### config.mk
export PLATFORM = sky130hd
export DESIGN_NAME = tpg_timer
export DESIGN_NICKNAME = d
export VERILOG_FILES = /design/src/rtl/muse_trig_pkg.sv /design/src/rtl/tpg_timer.sv
export SDC_FILE = /design/constraint.sdc
export NUM_CORES = 1
export LEC_CHECK = 0
export BUFFER_PORTS_ARGS = -buffer_cell sky130_fd_sc_hd__buf_2
export CAP_MARGIN = 20
export CORE_MARGIN = 2
export CORE_UTILIZATION = 40
export CTS_CLUSTER_DIAMETER = 200
export DETAILED_ROUTE_END_ITERATION = 7
export GPL_TIMING_DRIVEN = 1
export PLACE_DENSITY = 0.67
export SLEW_MARGIN = 20
export SYNTH_ARGS = -nofsm -noshare
export SYNTH_HDL_FRONTEND = slang
export SYNTH_SLANG_ARGS = --single-unit
### constraint.sdc
create_clock -name clk -period 2.2 [get_ports clk]
set_clock_uncertainty 0.1 [all_clocks]
set_input_delay 0.22 -clock clk [delete_from_list [all_inputs] [get_ports clk]]
set_output_delay 0.22 -clock clk [all_outputs]
set_load 0.02 [all_outputs]
### src/rtl/muse_trig_pkg.sv
// Shared types and constants for the test pulse generator.
package muse_trig_pkg;

    localparam int TPG_PW_BITS       = 8;
    localparam int TPG_CNT_BITS      = 16;
    localparam int TPG_DEFAULT_WIDTH = 48;

    localparam logic [TPG_CNT_BITS-1:0] TPG_CNT_ONE = TPG_CNT_BITS'(1);

    typedef enum logic [1:0] {
        ST_IDLE = 2'd0,
        ST_HIGH = 2'd1,
        ST_LOW  = 2'd2
    } tpg_state_e;

    // Timer reload for a phase of len cycles, with a length of 0 treated as 1.
    function automatic logic [TPG_CNT_BITS-1:0] phase_reload(input logic [TPG_CNT_BITS-1:0] len);
        return (len == '0) ? '0 : (len - TPG_CNT_ONE);
    endfunction

endpackage

### src/rtl/tpg_timer.sv
// Loadable down-counter that times both the HIGH and LOW phases of a pulse.
module tpg_timer
    import muse_trig_pkg::*;
(
    input  logic                    clk,
    input  logic                    rst_n,
    input  logic                    load,
    input  logic [TPG_CNT_BITS-1:0] load_value,
    output logic [TPG_CNT_BITS-1:0] value,
    output logic                    expire
);

    logic [TPG_CNT_BITS-1:0] count_q, count_d;

    // The count saturates at zero so that expire stays high until the next load.
    always_comb begin
        count_d = count_q;
        if (load) begin
            count_d = load_value;
        end else if (count_q != '0) begin
            count_d = count_q - TPG_CNT_ONE;
        end
    end

    always_ff @(posedge clk or negedge rst_n) begin
        if (!rst_n) begin
            count_q <= '0;
        end else begin
            count_q <= count_d;
        end
    end

    assign value  = count_q;
    assign expire = (count_q == '0);

endmodule

==> flow_summary.yaml, run 1 <==
status:
  status: "finished, final reports clean"
die:
  die_height_microns: 54.2
  pin_count: 36
  dieArea_sq_mm: 0.00293
  num_rows: 18
  die_w_microns: 54.2
  start_util_pct: 41.4
  core_sq_mm: 0.00243
hold_path:
  hp-class: "primary input to flip-flop"
placement:
  portBuffers: 35
  dp_hpwl_microns: 1650
  gp_congestion: 0.758
  dpl_cell_area_sq_mm: 0.00122
setup_path:
  worstSetupEndpoint: "expire"
  cp-start-kind: "flip-flop"
  crit_path_end_kind: "primary output"
  critPathMaxFanout: 6
  r2r_start: "value[7]"
  required_ns: 1.88
  worst_ep_arrival_time_ns: 1.69
  critical_path_class: "flip-flop to primary output"
  worstReg2RegEnd: "value[13]"
  worst_r2r_path_depth: 4
  rrSetupSlack_ns: 0.26
  critPathLaunch: "value[7]"
cts:
  clkTransAtPathRegs_ns: 0.09
  cts_tree: "built"
  clk_path_buf_depth: 2
  cts_sinks: 16
  root_buffer: "clkbuf_4"
  cts_inserted_buffers: 3
  ctsResizeCount: 0
  clock_latency_ns: 0.29
  cts.htree.levels: 1
power_and_ir_drop:
  vdd.ir_drop.worst_v: 0.000331
  p_sw_mw: 0.260
  finalPower_mw: 0.749
  sequentialPowerShare_pct: 49.8
  power_density_mw_per_mm2: 595
  p_sw_share_pct: 34.7
  p_clk_share_pct: 21.0
  p_leak_nw: 0.566
  combPwrFrac_pct: 29.2
  p_int_mw: 0.489
sta:
  fin_setup_tns_ns: 0
  max_slew_margin_pct: 63.4
  rsz0062_at_grt: "no"
  fmax_mhz: 497
  min_period_ns: 2.01
  setup_viol: 0
  period_share_pct: 91.5
  drv_slew: 0
  worstMarginPinSlew_ns: 0.550
  holdWs_ns: 0.0322
  final-hold-violation-count: 0
yosys:
  yosysWarnings: 0
  syn-num-nets: 124
  yosysMostFrequentCell: "dfrtp_1"
  synth_async_sr_flop_share_pct: 100
  yosysTopAreaCellShare_pct: 39.8
  synth_seq_cells: 16
  ys_seq_area_share_pct: 39.8
  synth_ff_type: "dfrtp_1"
  synthDistinctLibCells: 35
  synth_cells: 104
  synth_common_cells: "dfrtp_1 (16), nand2_1 (11), nand2b_1 (9)"
  syn_area_sq_mm: 0.00101
  synth-edff-count: 0
  syn_avg_cell_area_sq_um: 9.67
  synth.area.top_cells: "dfrtp_1 (40%), xnor2_1 (7.0%), o211a_1 (6.0%), nand2b_1 (5.6%), nand2_1 (4.1%)"
  synth_top_area_cell: "dfrtp_1"
grt:
  grt_remaining_overflow: 0
  grt_util_all_layers_pct: 18.0
  grt_pass1_wl_microns: 3750
  first_global_vias: 823
  antenna_found_initial: 0
  grt_max_degree: 35
final_layout:
  fin_nets: 164
  largest_reg_flops: 16
  area_growth_syn_to_layout_pct: 25.2
  final_area_sq_mm: 0.00126
  layout-drive-gt1-share_pct: 33.8
  diodes: 0
route:
  wl_per_cell_microns: 13.1
  antenna_left: 0
  drt_iter0_drc: 16
  routed_wirelength_microns: 2250
  viasPerCell: 5.26
  num_vias: 905
  dr.pass1.iters: 4
  drc: 0
flow_run:
  maxCapViolations: 0
-- final cells by class --
type	instances	area [sq um]
clock buffer	3	22.5
fill	246	1170
inverter	2	7.51
multi-input combinational	81	577
sequential	16	400
tap	30	37.5
timing repair buffer	40	215
-- power groups by stage --
stage                     Combinational, mW  Sequential [mW]  Clock, mW
final                                 0.219            0.373      0.157
after global placement                0.215            0.377          0
after CTS                             0.219            0.374      0.163
after floorplan                       0.100            0.413          0
after detailed placement              0.218            0.379          0
after global routing                  0.242            0.380      0.183
-- layer usage --
metal / up-vias / share of wire [%] / GRT usage (%)
met5: - / 0 / 0
met4: 0 / 0.75 / 3.75
met3: 4 / 7.0 / 6.11
met2: 27 / 45 / 28.3
met1: 417 / 47 / 24.0
li1: 457 / - / -
-- cells by family (layout without fill, tap and decap cells) --
kind of cell | count (synthesis) | after routing | share of synthesized area, %
fa+ha+maj | 1 | 1 | 1.24
mux | 1 | 1 | 0.995
xor+xnor | 8 | 8 | 6.97
compound gates | 22 | 22 | 16.8
buf+inv | 7 | 45 | 2.86
simple gates | 49 | 49 | 31.3
flops | 16 | 16 | 39.8
-- layout by cell type (no fill, tap or decap), drive strengths merged, types with 2 or more instances in the layout --
master	Yosys	layout
nand2	11	11
buf	2	39
nand3	3	3
nand4b	2	2
nor2b	3	3
xnor2	8	8
nor3	4	4
nor2	4	4
o31a	2	2
nand2b	9	9
a221o	2	2
clkbuf	3	3
nand4	2	2
inv	2	2
o211a	6	6
a21oi	3	3
nor4	4	4
o21ai	5	5
dfrtp	16	16
-- worst max-delay path: stages, from the launching register on --
cell and delay, ns:
dfrtp_1 0.46, nor4_4 0.47, nand3_2 0.18, nor2_1 0.13
buf_2 0.17
-- metrics by stage --
| step | setup slack, ns | std cells | utilization (%) |
|---|---|---|---|
| 5_1_grt | 0.0110 | 172 | 51.8 |
| 4_1_cts | 0.0868 | 171 | 51.5 |
| 6_report | 0.188 | 172 | 51.8 |
| 3_3_place_gp | 0.233 | 167 | 50.2 |
| 2_1_floorplan | 0.171 | 104 | - |
| 3_5_place_dp | 0.184 | 167 | 50.2 |
-- worst min-delay path by stage --
stage	from	to	slack, ns	cells after the start
4_1_cts	load_value[3]	value[3]	0.03	3
2_1_floorplan	rst_n	value[0]	-0.18	0
5_1_grt	load_value[15]	value[15]	0.02	3
3_3_place_gp	rst_n	value[10]	0.06	1
3_5_place_dp	rst_n	value[10]	0.06	1
6_report	load_value[3]	value[3]	0.03	3
-- repair_timing --
action | CTS | global route
setup buffers | 0 | 1
hold buffers | 1 | 0
setup endpoints to repair | 0 | 1
endpoints found under the hold margin | 16 | 0
Power figures use the tool's default switching activity.
==> inputs of run 2 (changes only) <==
Settings changed: CELL_PAD_IN_SITES_DETAIL_PLACEMENT set to 1, CELL_PAD_IN_SITES_GLOBAL_PLACEMENT set to 1, CORE_UTILIZATION 40 to 32, PLACE_DENSITY 0.67 to unset, PLACE_DENSITY_LB_ADDON set to 0.1.
Clock period 2.2 ns to 1.8 ns, I/O delays scaled along.
==> run 2 against run 1 <==
- the flow now finishes with violations (setup timing)
- first-iteration DRC count increased by 31%
- core utilization down 1.5 points
- final cell count is 22% higher
- total power is 40% higher
- non-clock buffer count grew 22
- via count up 13%
- die area is 23% higher
- worst hold slack got worse by 0.025 ns
- highest routed layer unchanged
==> flow_summary.yaml, run 2 (synthesis results as in run 1) <==
route:
  routed_wirelength_microns: 3030
  wl_per_cell_microns: 14.5
  num_vias: 1024
  antenna_left: 0
  drc: 0
  drt_iter0_drc: 21
  viasPerCell: 4.90
  dr.pass1.iters: 4
final_layout:
  area_growth_syn_to_layout_pct: 51.4
  final_area_sq_mm: 0.00152
  final_cell_mix: "buf_2 (34), buf_4 (20), dfrtp_1 (14)"
  largest_reg_flops: 16
  diodes: 0
  fin_nets: 186
  layout-drive-gt1-share_pct: 44.8
  instances_no_fill: 209
  fin_util_pct: 50.3
  final_common_cell: "buf_2"
setup_path:
  crit_path_end_kind: "primary output"
  critical_path_class: "flip-flop to primary output"
  required_ns: 1.52
  cp-start-kind: "flip-flop"
  rrSetupSlack_ns: -0.02
  worst_ep_arrival_time_ns: 1.59
  critPathMaxFanout: 3
  worst_r2r_path_depth: 7
power_and_ir_drop:
  p_int_mw: 0.691
  p_leak_nw: 0.676
  power_density_mw_per_mm2: 691
  sequentialPowerShare_pct: 42.9
  p_sw_mw: 0.361
  p_sw_share_pct: 34.3
  p_clk_share_pct: 24.2
  combPwrFrac_pct: 32.9
  vdd.ir_drop.worst_v: 0.000332
placement:
  gp_congestion: 0.698
  dpl_cell_area_sq_mm: 0.00133
  dp.cells: 191
  portBuffers: 35
  dp_hpwl_microns: 2110
sta:
  max_slew_margin_pct: 61.5
  period_share_pct: 104
  fmax_mhz: 534
  rsz0062_at_grt: "yes"
  setup_viol: 6
  worstMarginPinSlew_ns: 0.578
  final-hold-violation-count: 0
  holdWs_ns: 0.00670
  finalWorstSetupSlack_ns: -0.0717
  drv_slew: 0
  min_period_ns: 1.87
die:
  dieArea_sq_mm: 0.00361
  pin_count: 36
  num_rows: 20
  die_w_microns: 60.1
  core_sq_mm: 0.00303
  start_util_pct: 33.2
  die_height_microns: 60.1
cts:
  clock_latency_ns: 0.30
  clkTransAtPathRegs_ns: 0.11
  root_buffer: "clkbuf_4"
  cts_tree: "built"
  cts_inserted_buffers: 3
  clk_path_buf_depth: 2
  cts_sinks: 16
  cts.htree.levels: 1
grt:
  first_global_vias: 1033
  antenna_found_initial: 0
  grt_remaining_overflow: 0
  grt_pass1_wl_microns: 4650
  grt_max_degree: 35
  grt_util_all_layers_pct: 17.7
hold_path:
  hold_depth: 3
  hp-class: "primary input to flip-flop"
flow_run:
  maxCapViolations: 0
status:
  failed_checks: "setup timing"
  status: "finished, violations left"
-- run 2: through the flow --
step	power [mW]	TNS, ns	setup WS [ns]
after global placement	0.763	-0.00922	-0.00582
after global routing	1.12	-1.57	-0.185
after CTS	1.05	-0.212	-0.0896
final	1.05	-0.115	-0.0717
after detailed placement	0.774	-0.0818	-0.0281
after floorplan	0.635	-0.825	-0.141
-- run 2: area by class of cell --
| class | count | area [sq um] |
|---|---|---|
| Fill cell | 366 | 1510 |
| Multi-Input combinational cell | 81 | 618 |
| Sequential cell | 16 | 403 |
| Timing Repair Buffer | 62 | 403 |
| Tap cell | 44 | 55.1 |
| Clock buffer | 4 | 36.3 |
| Inverter | 2 | 7.51 |
-- run 2: critical path, cell delays in order, from the launching register on --
cell and delay (ns):
dfrtp_2 0.43, inv_2 0.09, ha_4 0.13, nor3b_4 0.19, nand3_2 0.12, buf_6 0.15, nor2_4 0.07, buf_6 0.11
-- run 2: power by group through the flow --
stage	clock [mW]	sequential [mW]	combinational [mW]
4_1_cts	0.268	0.449	0.337
6_report	0.255	0.451	0.346
5_1_grt	0.282	0.458	0.380
3_5_place_dp	0	0.456	0.318
2_1_floorplan	0	0.507	0.128
3_3_place_gp	0	0.453	0.311
-- run 2: routing by layer --
metal / routed length [microns] / global-route usage, % / vias to the layer above
met5: 0 / 0 / -
met4: 43 / 7.62 / 0
met3: 99 / 2.60 / 4
met2: 1580 / 31.2 / 21
met1: 1300 / 21.3 / 496
li1: - / - / 503
-- run 2: timing repair --
item / CTS / global route
pin swaps: 2 / 3
hold buffers: 6 / 0
hold endpoints to repair: 21 / 0
endpoints found under the setup margin: 9 / 16
buffers inserted: 4 / 4
gates resized for setup: 5 / 3
-- run 2: path summary, 6_finish.rpt --
| kind | startpoint | end |
|---|---|---|
| setup reg to reg | value[1] | value[1] |
| min in group asynchronous | rst_n | value[2] |
| max in group asynchronous | rst_n | value[1] |
| hold / removal | load_value[3] | value[3] |
| setup / recovery | value[1] | expire |
| hold reg to reg | value[6] | value[6] |
==> inputs of run 3 (changes only) <==
--- a/config.mk
+++ b/config.mk
@@ -6,12 +6,12 @@
 export NUM_CORES = 1
 export LEC_CHECK = 0
-export BUFFER_PORTS_ARGS = -buffer_cell sky130_fd_sc_hd__buf_2
 export CAP_MARGIN = 20
 export CELL_PAD_IN_SITES_DETAIL_PLACEMENT = 1
 export CELL_PAD_IN_SITES_GLOBAL_PLACEMENT = 1
 export CORE_MARGIN = 2
-export CORE_UTILIZATION = 32
+export CORE_UTILIZATION = 40
 export CTS_CLUSTER_DIAMETER = 200
 export DETAILED_ROUTE_END_ITERATION = 7
+export DONT_BUFFER_PORTS = 1
 export GPL_TIMING_DRIVEN = 1
 export PLACE_DENSITY_LB_ADDON = 0.1
==> constraint.sdc (replaced) <==
create_clock -name clk -period 1.7 [get_ports clk]
set_clock_uncertainty 0.1 [all_clocks]
set_input_delay 0.255 -clock clk [delete_from_list [all_inputs] [get_ports clk]]
set_output_delay 0.255 -clock clk [all_outputs]
set_load 0.02 [all_outputs]
==> run 3 against run 2 <==
- flip-flop and latch count did not move
- the run still ends with setup timing left
- clock power barely moved
- highest routed layer unchanged
- total power up 8.3%
- largest cell class unchanged
- register-to-register slack worse by 0.20 ns
==> flow_summary.yaml, run 3 (synthesis results as in run 1) <==
status:
  status: "finished, violations left"
  failed_checks: "setup timing"
power_and_ir_drop:
  power_density_mw_per_mm2: 746
  p_leak_nw: 0.636
  vdd.ir_drop.worst_v: 0.000597
  finalPower_mw: 1.14
die:
  core_sq_mm: 0.00243
  pin_count: 36
  die_w_microns: 54.2
  die_height_microns: 54.2
  dieArea_sq_mm: 0.00293
  num_rows: 18
  start_util_pct: 41.4
route:
  drc: 0
  routed_wirelength_microns: 3620
  num_vias: 1035
  antenna_left: 0
  wl_per_cell_microns: 20.2
  viasPerCell: 5.78
  drt_iter0_drc: 10
  dr.pass1.iters: 4
setup_path:
  critical_path.most_common_cell: "buf_6"
  required_ns: 1.34
  crit_slowest_cell: "dfrtp_2"
  worst_r2r_path_depth: 9
  crit_family: "simple AND/OR/NAND/NOR gates"
  worstReg2RegEnd: "value[0]"
  worst_ep_arrival_time_ns: 1.62
  rrSetupSlack_ns: -0.22
  worstSetupPathDepth: 7
  critPathMaxFanout: 2
  critical_path_class: "flip-flop to primary output"
  path_buf_inv: 3
  cp_slowest_stage_delay_ns: 0.42
  r2r_start: "value[0]"
  cp-start-kind: "flip-flop"
  crit_chain: "inv_2 -> ha_4 -> nor3b_4 -> nand3_2 -> buf_6 -> nor2_4 -> buf_6"
  crit_path_end_kind: "primary output"
hold_path:
  holdPathEnd: "value[1]"
  hp-class: "primary input to flip-flop"
  hp-start: "load"
  hold_depth: 1
sta:
  period_share_pct: 116
  min_period_ns: 1.98
  setup_viol: 17
  max_slew_margin_pct: 47.3
  rsz0062_at_grt: "yes"
  final-hold-violation-count: 0
  fin_setup_tns_ns: -2.24
  fmax_mhz: 505
  drv_slew: 0
  worstMarginPinSlew_ns: 0.787
  finalWorstSetupSlack_ns: -0.280
final_layout:
  final_cell_mix: "buf_4 (34), dfrtp_1 (14), nand2_1 (11)"
  diodes: 0
  final_area_sq_mm: 0.00153
  final_common_cell: "buf_4"
  largest_reg_flops: 16
  fin_nets: 170
  layout-drive-gt1-share_pct: 43.0
  area_growth_syn_to_layout_pct: 51.9
  instances_no_fill: 179
grt:
  grt_remaining_overflow: 0
  first_global_vias: 1071
  antenna_found_initial: 0
  gr-max-usage-layer: "met2"
  grt_util_all_layers_pct: 23.7
  grtUsageMet3_pct: 4.17
  grt_pass1_wl_microns: 4840
  grt_max_degree: 28
  gr-usage-met2_pct: 41.8
  met1_usage_pct: 27.6
cts:
  clkTransAtPathRegs_ns: 0.09
  root_buffer: "clkbuf_4"
  clock_latency_ns: 0.29
  clk_path_buf_depth: 2
  cts.htree.levels: 1
  cts_sinks: 16
  cts_tree: "built"
  cts_inserted_buffers: 3
placement:
  dpl_cell_area_sq_mm: 0.00128
  portBuffers: 0
  gp_congestion: 0.773
  dp_slack_ns: -0.123
  dp_hpwl_microns: 2060
  dp.cells: 160
flow_run:
  maxCapViolations: 0
[run 3: cell count changes in the layout (fill, tap and decap cells not counted), moves of 3 or more]
cell	delta
buf_2	-34
buf_4	+14
dlygate4sd3_1	+3
o21ai_0	-3
o21ai_2	+3
[run 3: power by group]
part / internal (mW) / switching, mW / total (mW)
combinational: 0.199 / 0.215 / 0.414
clock: 0.131 / 0.128 / 0.258
sequential: 0.422 / 0.0448 / 0.467
[run 3: cell type report]
cell class	instances	area [sq um]
fillers	278	905
multi-input cells	81	664
flip-flops and latches	16	403
repair buffers	46	379
well taps	30	37.5
clock buffers	4	36.3
inverters	2	7.51
[run 3: routing by layer]
layer,part of all wire (%),up-vias
met4,3.0,0
li1,-,471
met3,5.4,15
met2,55,47
met5,0,-
met1,37,502
[run 3: per-stage QoR]
stage	hold WS [ns]	utilization [%]
floorplan	-0.141	-
global placement	-0.140	52.5
detailed placement	-0.140	52.5
CTS	0.00108	58.7
global route	0.00377	62.8
finish	0.00807	62.8
[run 3: how the worst max path moves through the flow]
| stage | slack (ns) | end | from |
|---|---|---|---|
| 6_report | -0.28 | expire | value[0] |
| 5_1_grt | -0.35 | expire | value[1] |
| 4_1_cts | -0.27 | expire | value[1] |
| 3_5_place_dp | -0.12 | value[13] | value[0] |
| 3_3_place_gp | -0.06 | value[13] | value[0] |
| 2_1_floorplan | -0.24 | value[13] | value[0] |
[run 3: what timing repair did]
action / in CTS / in global routing
setup endpoints to repair: 16 / 17
hold endpoints to repair: 21 / 2
hold buffers: 6 / 3
buffers inserted: 4 / 3
pin swaps: 4 / 8
gates resized for setup: 6 / 13
